$ cat src/rtl/mips_pkg.sv
// mips_pkg: instruction kinds, opcode/funct constants and loader states.
// IMEM_LOADER_NOP_PAD_EN adds the PAD loader state.
package mips_pkg;
  typedef enum logic [3:0] {
    K_ADD, K_SUB, K_AND, K_OR, K_SLT, K_LW, K_SW, K_BEQ, K_ADDI, K_J
  } kind_e;
  localparam logic [5:0] OP_RTYPE = 6'b000000;
  localparam logic [5:0] OP_LW    = 6'b100011;
  localparam logic [5:0] OP_SW    = 6'b101011;
  localparam logic [5:0] OP_BEQ   = 6'b000100;
  localparam logic [5:0] OP_ADDI  = 6'b001000;
  localparam logic [5:0] OP_J     = 6'b000010;
  localparam logic [5:0] FN_ADD   = 6'b100000;
  localparam logic [5:0] FN_SUB   = 6'b100010;
  localparam logic [5:0] FN_AND   = 6'b100100;
  localparam logic [5:0] FN_OR    = 6'b100101;
  localparam logic [5:0] FN_SLT   = 6'b101010;
  typedef enum logic [1:0] {
    S_LOAD,
`ifdef IMEM_LOADER_NOP_PAD_EN
    S_PAD,
`endif
    S_DONE,
    S_ERR
  } state_e;
endpackage

$ cat src/rtl/instr_encoder.sv
// instr_encoder: combinational descriptor-to-MIPS-word encoder with kind validity flag.
module instr_encoder
  import mips_pkg::*;
(
  input  logic [3:0]  kind,
  input  logic [4:0]  rs,
  input  logic [4:0]  rt,
  input  logic [4:0]  rd,
  input  logic [25:0] imm,
  output logic [31:0] word,
  output logic        kind_valid
);
  logic [31:0] r_base;
  logic [31:0] i_base;
  assign r_base = {OP_RTYPE, rs, rt, rd, 5'd0, 6'd0};
  assign i_base = {6'd0, rs, rt, imm[15:0]};
  always_comb begin
    word = 32'd0;
    kind_valid = 1'b1;
    case (kind_e'(kind))
      K_ADD:   word = r_base | {26'd0, FN_ADD};
      K_SUB:   word = r_base | {26'd0, FN_SUB};
      K_AND:   word = r_base | {26'd0, FN_AND};
      K_OR:    word = r_base | {26'd0, FN_OR};
      K_SLT:   word = r_base | {26'd0, FN_SLT};
      K_LW:    word = i_base | {OP_LW, 26'd0};
      K_SW:    word = i_base | {OP_SW, 26'd0};
      K_BEQ:   word = i_base | {OP_BEQ, 26'd0};
      K_ADDI:  word = i_base | {OP_ADDI, 26'd0};
      K_J:     word = {OP_J, imm};
      default: kind_valid = 1'b0;
    endcase
  end
endmodule

$ cat src/rtl/imem_loader.sv
// imem_loader: encodes descriptors into sequential imem writes, holding the core until loaded.
// IMEM_LOADER_NOP_PAD_EN fills the unwritten tail of memory with nops before release.
module imem_loader
  import mips_pkg::*;
#(
  parameter int DEPTH  = 64,
  parameter int ADDR_W = 6
) (
  input  logic              clk,
  input  logic              reset,
  input  logic              in_valid,
  output logic              in_ready,
  input  logic [3:0]        in_kind,
  input  logic [4:0]        in_rs,
  input  logic [4:0]        in_rt,
  input  logic [4:0]        in_rd,
  input  logic [25:0]       in_imm,
  input  logic              in_last,
  output logic              imem_we,
  output logic [ADDR_W-1:0] imem_addr,
  output logic [31:0]       imem_wdata,
  output logic [ADDR_W:0]   count,
  output logic              cpu_run,
  output logic              load_err
);
  localparam logic [ADDR_W:0] LAST_ADDR = (ADDR_W+1)'(DEPTH - 1);
  state_e            state_d, state_q;
  logic [ADDR_W:0]   count_d, count_q;
  logic              we_d, we_q;
  logic [ADDR_W-1:0] addr_d, addr_q;
  logic [31:0]       wdata_d, wdata_q;
  logic              err_d, err_q;
  logic              run_d, run_q;
  logic [31:0]       enc_word;
  logic              enc_ok;
  logic              xfer;
  logic              full;
  instr_encoder u_enc (
    .kind(in_kind), .rs(in_rs), .rt(in_rt), .rd(in_rd), .imm(in_imm),
    .word(enc_word), .kind_valid(enc_ok)
  );
  assign xfer = in_valid && state_q == S_LOAD;
  assign full = count_q == LAST_ADDR;
  always_comb begin
    state_d = state_q;
    count_d = count_q;
    we_d    = 1'b0;
    addr_d  = addr_q;
    wdata_d = wdata_q;
    err_d   = err_q;
    run_d   = state_q == S_DONE;
    if (xfer && !enc_ok) begin
      err_d   = 1'b1;
      state_d = S_ERR;
    end else if (xfer) begin
      we_d    = 1'b1;
      addr_d  = count_q[ADDR_W-1:0];
      wdata_d = enc_word;
      count_d = count_q + 1'b1;
`ifdef IMEM_LOADER_NOP_PAD_EN
      state_d = full ? S_DONE : in_last ? S_PAD : S_LOAD;
`else
      state_d = (full || in_last) ? S_DONE : S_LOAD;
`endif
    end
`ifdef IMEM_LOADER_NOP_PAD_EN
    else if (state_q == S_PAD) begin
      we_d    = 1'b1;
      addr_d  = count_q[ADDR_W-1:0];
      wdata_d = 32'd0;
      count_d = count_q + 1'b1;
      state_d = full ? S_DONE : S_PAD;
    end
`endif
  end
  always_ff @(posedge clk or posedge reset) begin
    if (reset) begin
      state_q <= S_LOAD;
      count_q <= '0;
      we_q    <= 1'b0;
      addr_q  <= '0;
      wdata_q <= 32'd0;
      err_q   <= 1'b0;
      run_q   <= 1'b0;
    end else begin
      state_q <= state_d;
      count_q <= count_d;
      we_q    <= we_d;
      addr_q  <= addr_d;
      wdata_q <= wdata_d;
      err_q   <= err_d;
      run_q   <= run_d;
    end
  end
  assign in_ready   = state_q == S_LOAD;
  assign imem_we    = we_q;
  assign imem_addr  = addr_q;
  assign imem_wdata = wdata_q;
  assign count      = count_q;
  assign cpu_run    = run_q;
  assign load_err   = err_q;
endmodule
$ cat config.mk
export PLATFORM = sky130hd
export DESIGN_NAME = imem_loader
export DESIGN_NICKNAME = d
export VERILOG_FILES = /design/src/rtl/mips_pkg.sv /design/src/rtl/instr_encoder.sv /design/src/rtl/imem_loader.sv
export SDC_FILE = /design/constraint.sdc
export NUM_CORES = 1
export LEC_CHECK = 0
export ABC_AREA = 0
export CORE_MARGIN = 2
export CORE_UTILIZATION = 46
export CTS_CLUSTER_SIZE = 16
export DETAILED_ROUTE_END_ITERATION = 12
export GPL_TIMING_DRIVEN = 0
export PLACE_DENSITY = 0.94
export SLEW_MARGIN = 15
export SYNTH_ARGS = -nofsm -noshare
export SYNTH_HDL_FRONTEND = slang
export SYNTH_SLANG_ARGS = --single-unit
$ cat constraint.sdc
create_clock -name clk -period 4.4 [get_ports clk]
set_clock_uncertainty 0.2 [all_clocks]
set_input_delay 0.66 -clock clk [delete_from_list [all_inputs] [get_ports clk]]
set_output_delay 0.66 -clock clk [all_outputs]
set_load 0.01 [all_outputs]
==> results.toml <==
[yosys]
async_reset_ff_share_pct = 100
synth_edf_count = 0
synth.most_common_cell = "dfrtp_1"
yosysTopAreaCellShare_pct = 52.0
yosysWarnings = 0
synth_top_family_by_area = "compound AO/OA/AOI/OAI gates"
ys_ff_latch = 48
synth_simple_gate_area_share_pct = 10.6
synthAdderAreaFrac_pct = 0.541
synth-main-ff-cell = "dfrtp_1"
synth_top_area_cell = "dfrtp_1"
synth_area_um2 = 2310
syn_nets = 258
synthDistinctLibCells = 52
synth_xor_area_share_pct = 3.03
yosysSeqAreaShare_pct = 52.0
yosys-top-cells-count = "48 x dfrtp_1, 21 x a21oi_1, 11 x a22oi_1, 11 x nand2_1, 10 x o21ai_0"
syn-instance-count = 208
muxShareOfSynthArea_pct = 3.90
synthTopCellsByArea = "dfrtp_1 52%, a21oi_1 4.5%, a22oi_1 3.6%, mux2_2 3.4%, a32o_1 3.0%"
syn-mean-instance-area_um2 = 11.1
synth-compound-area-share_pct = 24.5

[die]
fp.dieW_um = 74.9
start_util_pct = 48.3
num_io_pins = 98
num_rows = 25
die-area_um2 = 5610
core-area_um2 = 4790
fp.dieH_um = 74.9

[clock_tree]
cts_hold_buf = 0
clkLatencyLatePin_ps = 300
cts_setup_buffers = 0
clock_sinks = 48
root_buffer = "clkbuf_8"
htree_levels = 2
numCtsBuffers = 5
cts_resized = 0
path_clk_slew_ps = 90
cts_tree = "yes"
clk_path_buf_depth = 2

[pwr]
power.share.clock_pct = 18.2
seq_power_share_pct = 39.8
p_leak_nw = 1.40
peakVddDrop_mv = 0.279
switching_share_pct = 30.9
internal-power_w = 0.00131
netSwitchingPower_w = 0.000585
p_per_area_nw_per_um2 = 546
p_comb_share_pct = 42.0

[flow_run]
drv_cap = 0

[critical_path]
rr_endpoint = "imem_addr[1]"
arrival_ps = 1450
rrSetupSlack_ps = 2470
crit_path_start_kind = "flip-flop"
path_class = "flip-flop to primary output"
cp-end-kind = "primary output"
required_ps = 3540
reg2reg_depth = 5
r2r_start = "state_q[1]"
critPathMaxFanout = 6

[cells_and_area]
drive_above_1_share_pct = 13.9
fin_area_um2 = 3470
nets = 359
antenna_cells = 0
area_delta_synth_final_pct = 50.2

[place]
dp_hpwl_um = 4350
port-buffer-count = 93
place_area_um2 = 3350
gp_congestion = 0.831

[sta]
rsz0062_at_grt = "no"
fin_crit_ps = 2310
drv_slew = 0
max_freq_ghz = 0.432
worst_slew_margin_rel_pct = 51.9
fin_crit_sh_pct = 52.6
fin_tns_setup_ps = 0
finalHoldViolations = 0
worst_pin_slew_ps = 720
setup_viol = 0

[grt]
antenna_found_initial = 0
grt-ovfl-total = 0
grt_pass1_wl_um = 9480
track_usage_pct = 22.1
grt_pass1_vias = 2038
grt_start_max_net_pins = 32

[worst_hold_path]
hold_depth = 1
min_from = "load_err"
hold_end = "load_err"
hold_path.class = "flip-flop to flip-flop"

[routing]
drt_wl_total_um = 5910
post_drt_wl_per_cell_um = 15.7
ant_nets = 0
vias = 2056
firstDrtPassIters = 4
drc_errors = 0
drt_iter0_drc = 186
avgViaCountPerCell = 5.45

[status]
status = "complete, no violations"
-- stage by stage --
stage                     hold slack [ps]  utilization, %  cells  worst slack [ps]  power, W
final                                 266            72.5    377              2090   0.00189
after global routing                  299            72.5    377              2030   0.00201
after CTS                             273            72.5    377              2080   0.00191
after detailed placement              252            69.9    369              1780   0.00157
after global placement                242            69.5    368              1480   0.00153
after floorplan                       293               -    208              2400   0.00109
-- worst max-delay path by stage --
stage               slack [ps]        from  depth (start not counted)              to
finish                    2090  state_q[1]                          2        in_ready
global route              2030  state_q[1]                          2        in_ready
CTS                       2080  state_q[1]                          2        in_ready
detailed placement        1780    in_valid                          6    imem_addr[1]
global placement          1480       reset                          2  imem_wdata[15]
floorplan                 2400       reset                          1        count[0]
-- routing by layer --
layer  vias to the layer above  wire [µm]  track usage, %
met4                         0         17            3.97
met1                      1003       2510            28.8
li1                        981          -               -
met2                        70       3010            37.4
met3                         2        379            6.29
met5                         -          0               0
-- area by class of cell --
cell class                 count  area (µm²)
timing repair buffer          94         951
inverter                       4        15.0
clock inverter                 1        30.0
sequential                    48        1200
clock buffer                   7        96.3
multi-input combinational    137         986
fill                         359        1310
tap                           67        83.8
buffer                        19         109
-- worst max-delay path: stages, from the launching register on --
cell	delay, ps
dfrtp_1	470
nor2_1	140
clkdlybuf4s50_1	560
-- registers in the layout (all words and copies together), names as in the netlist --
signal	cells
imem_addr	6
load_err	1
count	7
state_q	2
imem_wdata	30
imem_we	1
cpu_run	1
-- power by group through the flow --
stage	sequential [W]	combinational, W	clock, W
2_1_floorplan	0.000834	0.000252	0
3_3_place_gp	0.000754	0.000778	0
3_5_place_dp	0.000764	0.000801	0
4_1_cts	0.000757	0.000805	0.000350
5_1_grt	0.000781	0.000863	0.000362
6_report	0.000755	0.000795	0.000345
-- cells in the final DEF (no fill, tap or decap), types with 2 or more instances in the layout --
| master | count |
|---|---|
| clkdlybuf4s50_1 | 93 |
| nand2b_1 | 2 |
| nor3_1 | 2 |
| buf_2 | 9 |
| xor2_1 | 2 |
| o21ai_0 | 10 |
| a22oi_1 | 11 |
| nand4_1 | 2 |
| o31ai_1 | 2 |
| buf_4 | 5 |
| mux2_2 | 7 |
| clkbuf_8 | 7 |
| nand2_1 | 11 |
| a32o_1 | 7 |
| dfrtp_1 | 48 |
| inv_1 | 2 |
| a21oi_1 | 21 |
| and4_1 | 2 |
| o21a_1 | 2 |
| nor2_1 | 2 |
| clkbuf_1 | 4 |
| nand3_1 | 9 |
| xnor2_1 | 6 |
| a21o_1 | 2 |
| inv_2 | 2 |
| o32ai_1 | 2 |
| o211ai_1 | 7 |
| a22o_1 | 2 |
| a2bb2oi_1 | 2 |
-- cell families after synthesis --
kind of cell,after synthesis
AO/OA/AOI/OAI,79
XOR/XNOR,8
adder cells (fa/ha/maj),1
buffers and inverters,23
flip-flops,48
multiplexers,8
other,1
AND/OR/NAND/NOR,40
No activity file was read; power rests on OpenSTA's default activity.
==> RTL edit 1, RTL diff (same flow settings) <==
Add a define of `IMEM_LOADER_NOP_PAD_EN`.
--- a/src/rtl/mips_pkg.sv
+++ b/src/rtl/mips_pkg.sv
@@ -1,5 +1,7 @@
 // mips_pkg: instruction kinds, opcode/funct constants and loader states.
 // IMEM_LOADER_NOP_PAD_EN adds the PAD loader state.
+`define IMEM_LOADER_NOP_PAD_EN
+
 package mips_pkg;
   typedef enum logic [3:0] {
     K_ADD, K_SUB, K_AND, K_OR, K_SLT, K_LW, K_SW, K_BEQ, K_ADDI, K_J
Check against the original RTL: not equivalent (Yosys sat finds a counterexample within 4 cycles, from zero or initial values and one cycle with reset high).
==> RTL edit 1 against the unedited design <==
  * Worst setup slack worse by 0.12 ns
  * Sequential cell count stayed put
  * Area after synthesis is 5.7% lower
  * Design area is 5.2% lower
  * Maximum frequency is 4.9% lower
  * Wire length is 11% lower
  * Register-to-register slack worse by 0.10 ns
  * Power is 26% lower
  * Largest cell class unchanged
  * Highest routed layer unchanged
==> RTL edit 1: results <==
[logic_synthesis]
synth_compound_area_share_pct = 18.4
synth_fp_nets = 244
netlist_instances = 194
synth_fa_ha_area_share_pct = 0.574
yosys-top-cells-area = "dfrtp_1, a22o_1, nand2_1"
synthTopCellsByCount = "dfrtp_1, nand2_1, a22o_1"
ys_types = 43

[critical_path]
reg2reg_depth = 6
crit_path_end_kind = "flip-flop"
critPathArrivalTime_ns = 2.47
r2r-start = "state_q[0]$_DFFE_PP0P_"

[drt]
wl_mm = 5.24
wl_per_cell_um = 15.0
drt_iter0_drc = 84

[cells_and_area]
layout.nets = 345

[hold_path]
min_from = "imem_wdata[17]$_DFFE_PP0P_"
holdPathEnd = "imem_wdata[17]$_DFFE_PP0P_"
worstHoldPathCells = 2

[global_routing]
use_met2_pct = 34.1
grt_use_total_pct = 20.1

[placement]
gp_congestion = 0.865
dp_cells = 342

[run_status]
status = "finished clean"

[power_and_ir_drop]
p_leak_nw = 1.50

[timing]
whs_ns = 0.270
==> RTL edit 1: cell types whose count changed in the layout (fill, tap and decap cells not counted), moves of 5 or more <==
| cell | change |
|---|---|
| xnor2_1 | -5 |
| a32o_1 | -7 |
| a22o_1 | +11 |
| nand3_1 | -5 |
| buf_2 | -5 |
| nand2_1 | +17 |
| a21oi_1 | -15 |
| o211ai_1 | -7 |
==> RTL edit 1: worst max-delay path, cell delays in order <==
cell and delay, ns:
clkdlybuf4s50_1 0.53, nor3b_1 0.44, and3_1 0.24, clkbuf_1 0.37
a22oi_1 0.14, nand2_1 0.10
==> RTL edit 1: layout make-up <==
type                       instances  area, µm²
timing repair buffer              94        951
clock inverter                     2       10.0
fill                             358       1340
tap                               54       67.6
sequential                        48       1200
inverter                           4       15.0
buffer                            14        110
clock buffer                       6       82.6
multi-input combinational        128        853
==> RTL edit 2, RTL diff (same flow settings) <==
Without the edit above. Encoding of `state_e`: now one-hot (3 bits for 3 states).
--- a/src/rtl/mips_pkg.sv
+++ b/src/rtl/mips_pkg.sv
@@ -15,13 +15,13 @@
   localparam logic [5:0] FN_AND   = 6'b100100;
   localparam logic [5:0] FN_OR    = 6'b100101;
   localparam logic [5:0] FN_SLT   = 6'b101010;
-  typedef enum logic [1:0] {
-    S_LOAD,
+  typedef enum logic [2:0] {
+    S_LOAD = 3'b001,
 `ifdef IMEM_LOADER_NOP_PAD_EN
     S_PAD,
 `endif
-    S_DONE,
-    S_ERR
+    S_DONE = 3'b010,
+    S_ERR  = 3'b100
   } state_e;
 endpackage
 
Check against the original RTL: same outputs for any inputs over 10 cycles, from zero or initial values and one cycle with reset high; not proved beyond that.
==> RTL edit 2 against the unedited design <==
  * Global-route usage shrank 0.68 points
  * Worst hold slack improved by 0.016 ns
  * Wire length fell by 1.2%
  * Area after synthesis shrank 2.7%
  * Design area is 1.6% lower
  * Sequential cell count grew 1
  * Utilization fell by 0.20 points
  * Critical path depth did not move
  * Worst setup slack got worse by 0.16 ns
  * Final cell count is 0.53% higher
  * Largest cell class unchanged
  * Highest routed layer unchanged
Power is not compared: it rests on default switching activity, and its combinational part moved more than twofold at a synthesized area within 25%.
==> RTL edit 2: results <==
[run_status]
status = "finished clean"

[logic_synthesis]
synth_fp_nets = 257
yosys-top-cells-area = "dfrtp_1, nand2_1, nor2_1"
ys_types = 46
synth_area_per_cell_um2 = 10.9
synth_fa_ha_area_share_pct = 0.556
yosys.area_share.xor_xnor_pct = 3.12
synth-seq-area-share_pct = 54.6
synth-seq-cells = 49
synth_compound_area_share_pct = 19.1
synthMuxAreaShare_pct = 0

[cells_and_area]
clkbuf_count = 6
area_share_nonclk_buffers_pct = 31.9
clock_area_share_pct = 2.82
n_fill_cell = 333
multi_input_gates = 140
layout.nets = 361
buffers = 111
fin_cells = 379
seq_share_pct = 35.9
multiInputGateArea_um2 = 903

[power_and_ir_drop]
peakVddDrop_mv = 0.120
pwr-share-clk_pct = 34.0

[clock_network]
numCtsBuffers = 5
clkTransAtPathRegs_ns = 0.09

[critical_path]
slowest_stage = "dfstp_2"
rrSetupSlack_ns = 2.43
cpLargestDelayFamily = "flip-flops"
crit_start = "state_q[0]$_DFFE_PP1P_"
rr_endpoint = "imem_wdata[20]$_DFFE_PP0P_"
path_max_fanout = 5
critPathArrivalTime_ns = 1.62
reg2reg_depth = 7

[timing]
worst_pin_slew_ns = 0.721
max_freq_ghz = 0.403
whs_ns = 0.282

[global_routing]
grt_use_total_pct = 21.5
grt_first_pass_wirelength_mm = 8.88
grt_max_degree = 26
grt_pass1_vias = 1919

[placement]
portBuffers = 96
placed_cell_area_um2 = 3320
gp_congestion = 0.883
dp_cells = 371
pre_cts_slack_ns = 1.75

[hold_path]
worstHoldPathCells = 2
holdPathEnd = "imem_addr[1]$_DFFE_PP0P_"
min_from = "imem_addr[1]$_DFFE_PP0P_"

[drt]
routed_via_density = 5.21
drt_iter0_drc = 97
wl_per_cell_um = 15.4
==> RTL edit 2: changes by cell type in the layout (fill, tap and decap cells not counted), moves of 4 or more <==
cell	unedited run	this run
a22o_1	2	10
nand2_1	11	32
mux2_2	7	0
clkbuf_1	4	0
a221oi_1	0	8
o21ai_0	10	6
a32o_1	7	1
nand3_1	9	2
o211ai_1	7	1
a21oi_1	21	2
nor2_1	2	24
a22oi_1	11	5
==> RTL edit 2: metal layers <==
| layer | up-vias | GRT usage [%] | wire [µm] |
|---|---|---|---|
| met4 | 0 | 8.69 | 108 |
| met5 | - | 0 | 0 |
| li1 | 947 | - | - |
| met3 | 11 | 4.53 | 385 |
| met1 | 937 | 27.3 | 2450 |
| met2 | 78 | 35.7 | 2890 |
==> RTL edit 2: cell families after synthesis <==
| family | count (synthesis) |
|---|---|
| adder cells (fa/ha/maj) | 1 |
| AO/OA/AOI/OAI | 51 |
| XOR/XNOR | 8 |
| buffers and inverters | 18 |
| other | 1 |
| AND/OR/NAND/NOR | 79 |
| flip-flops | 49 |
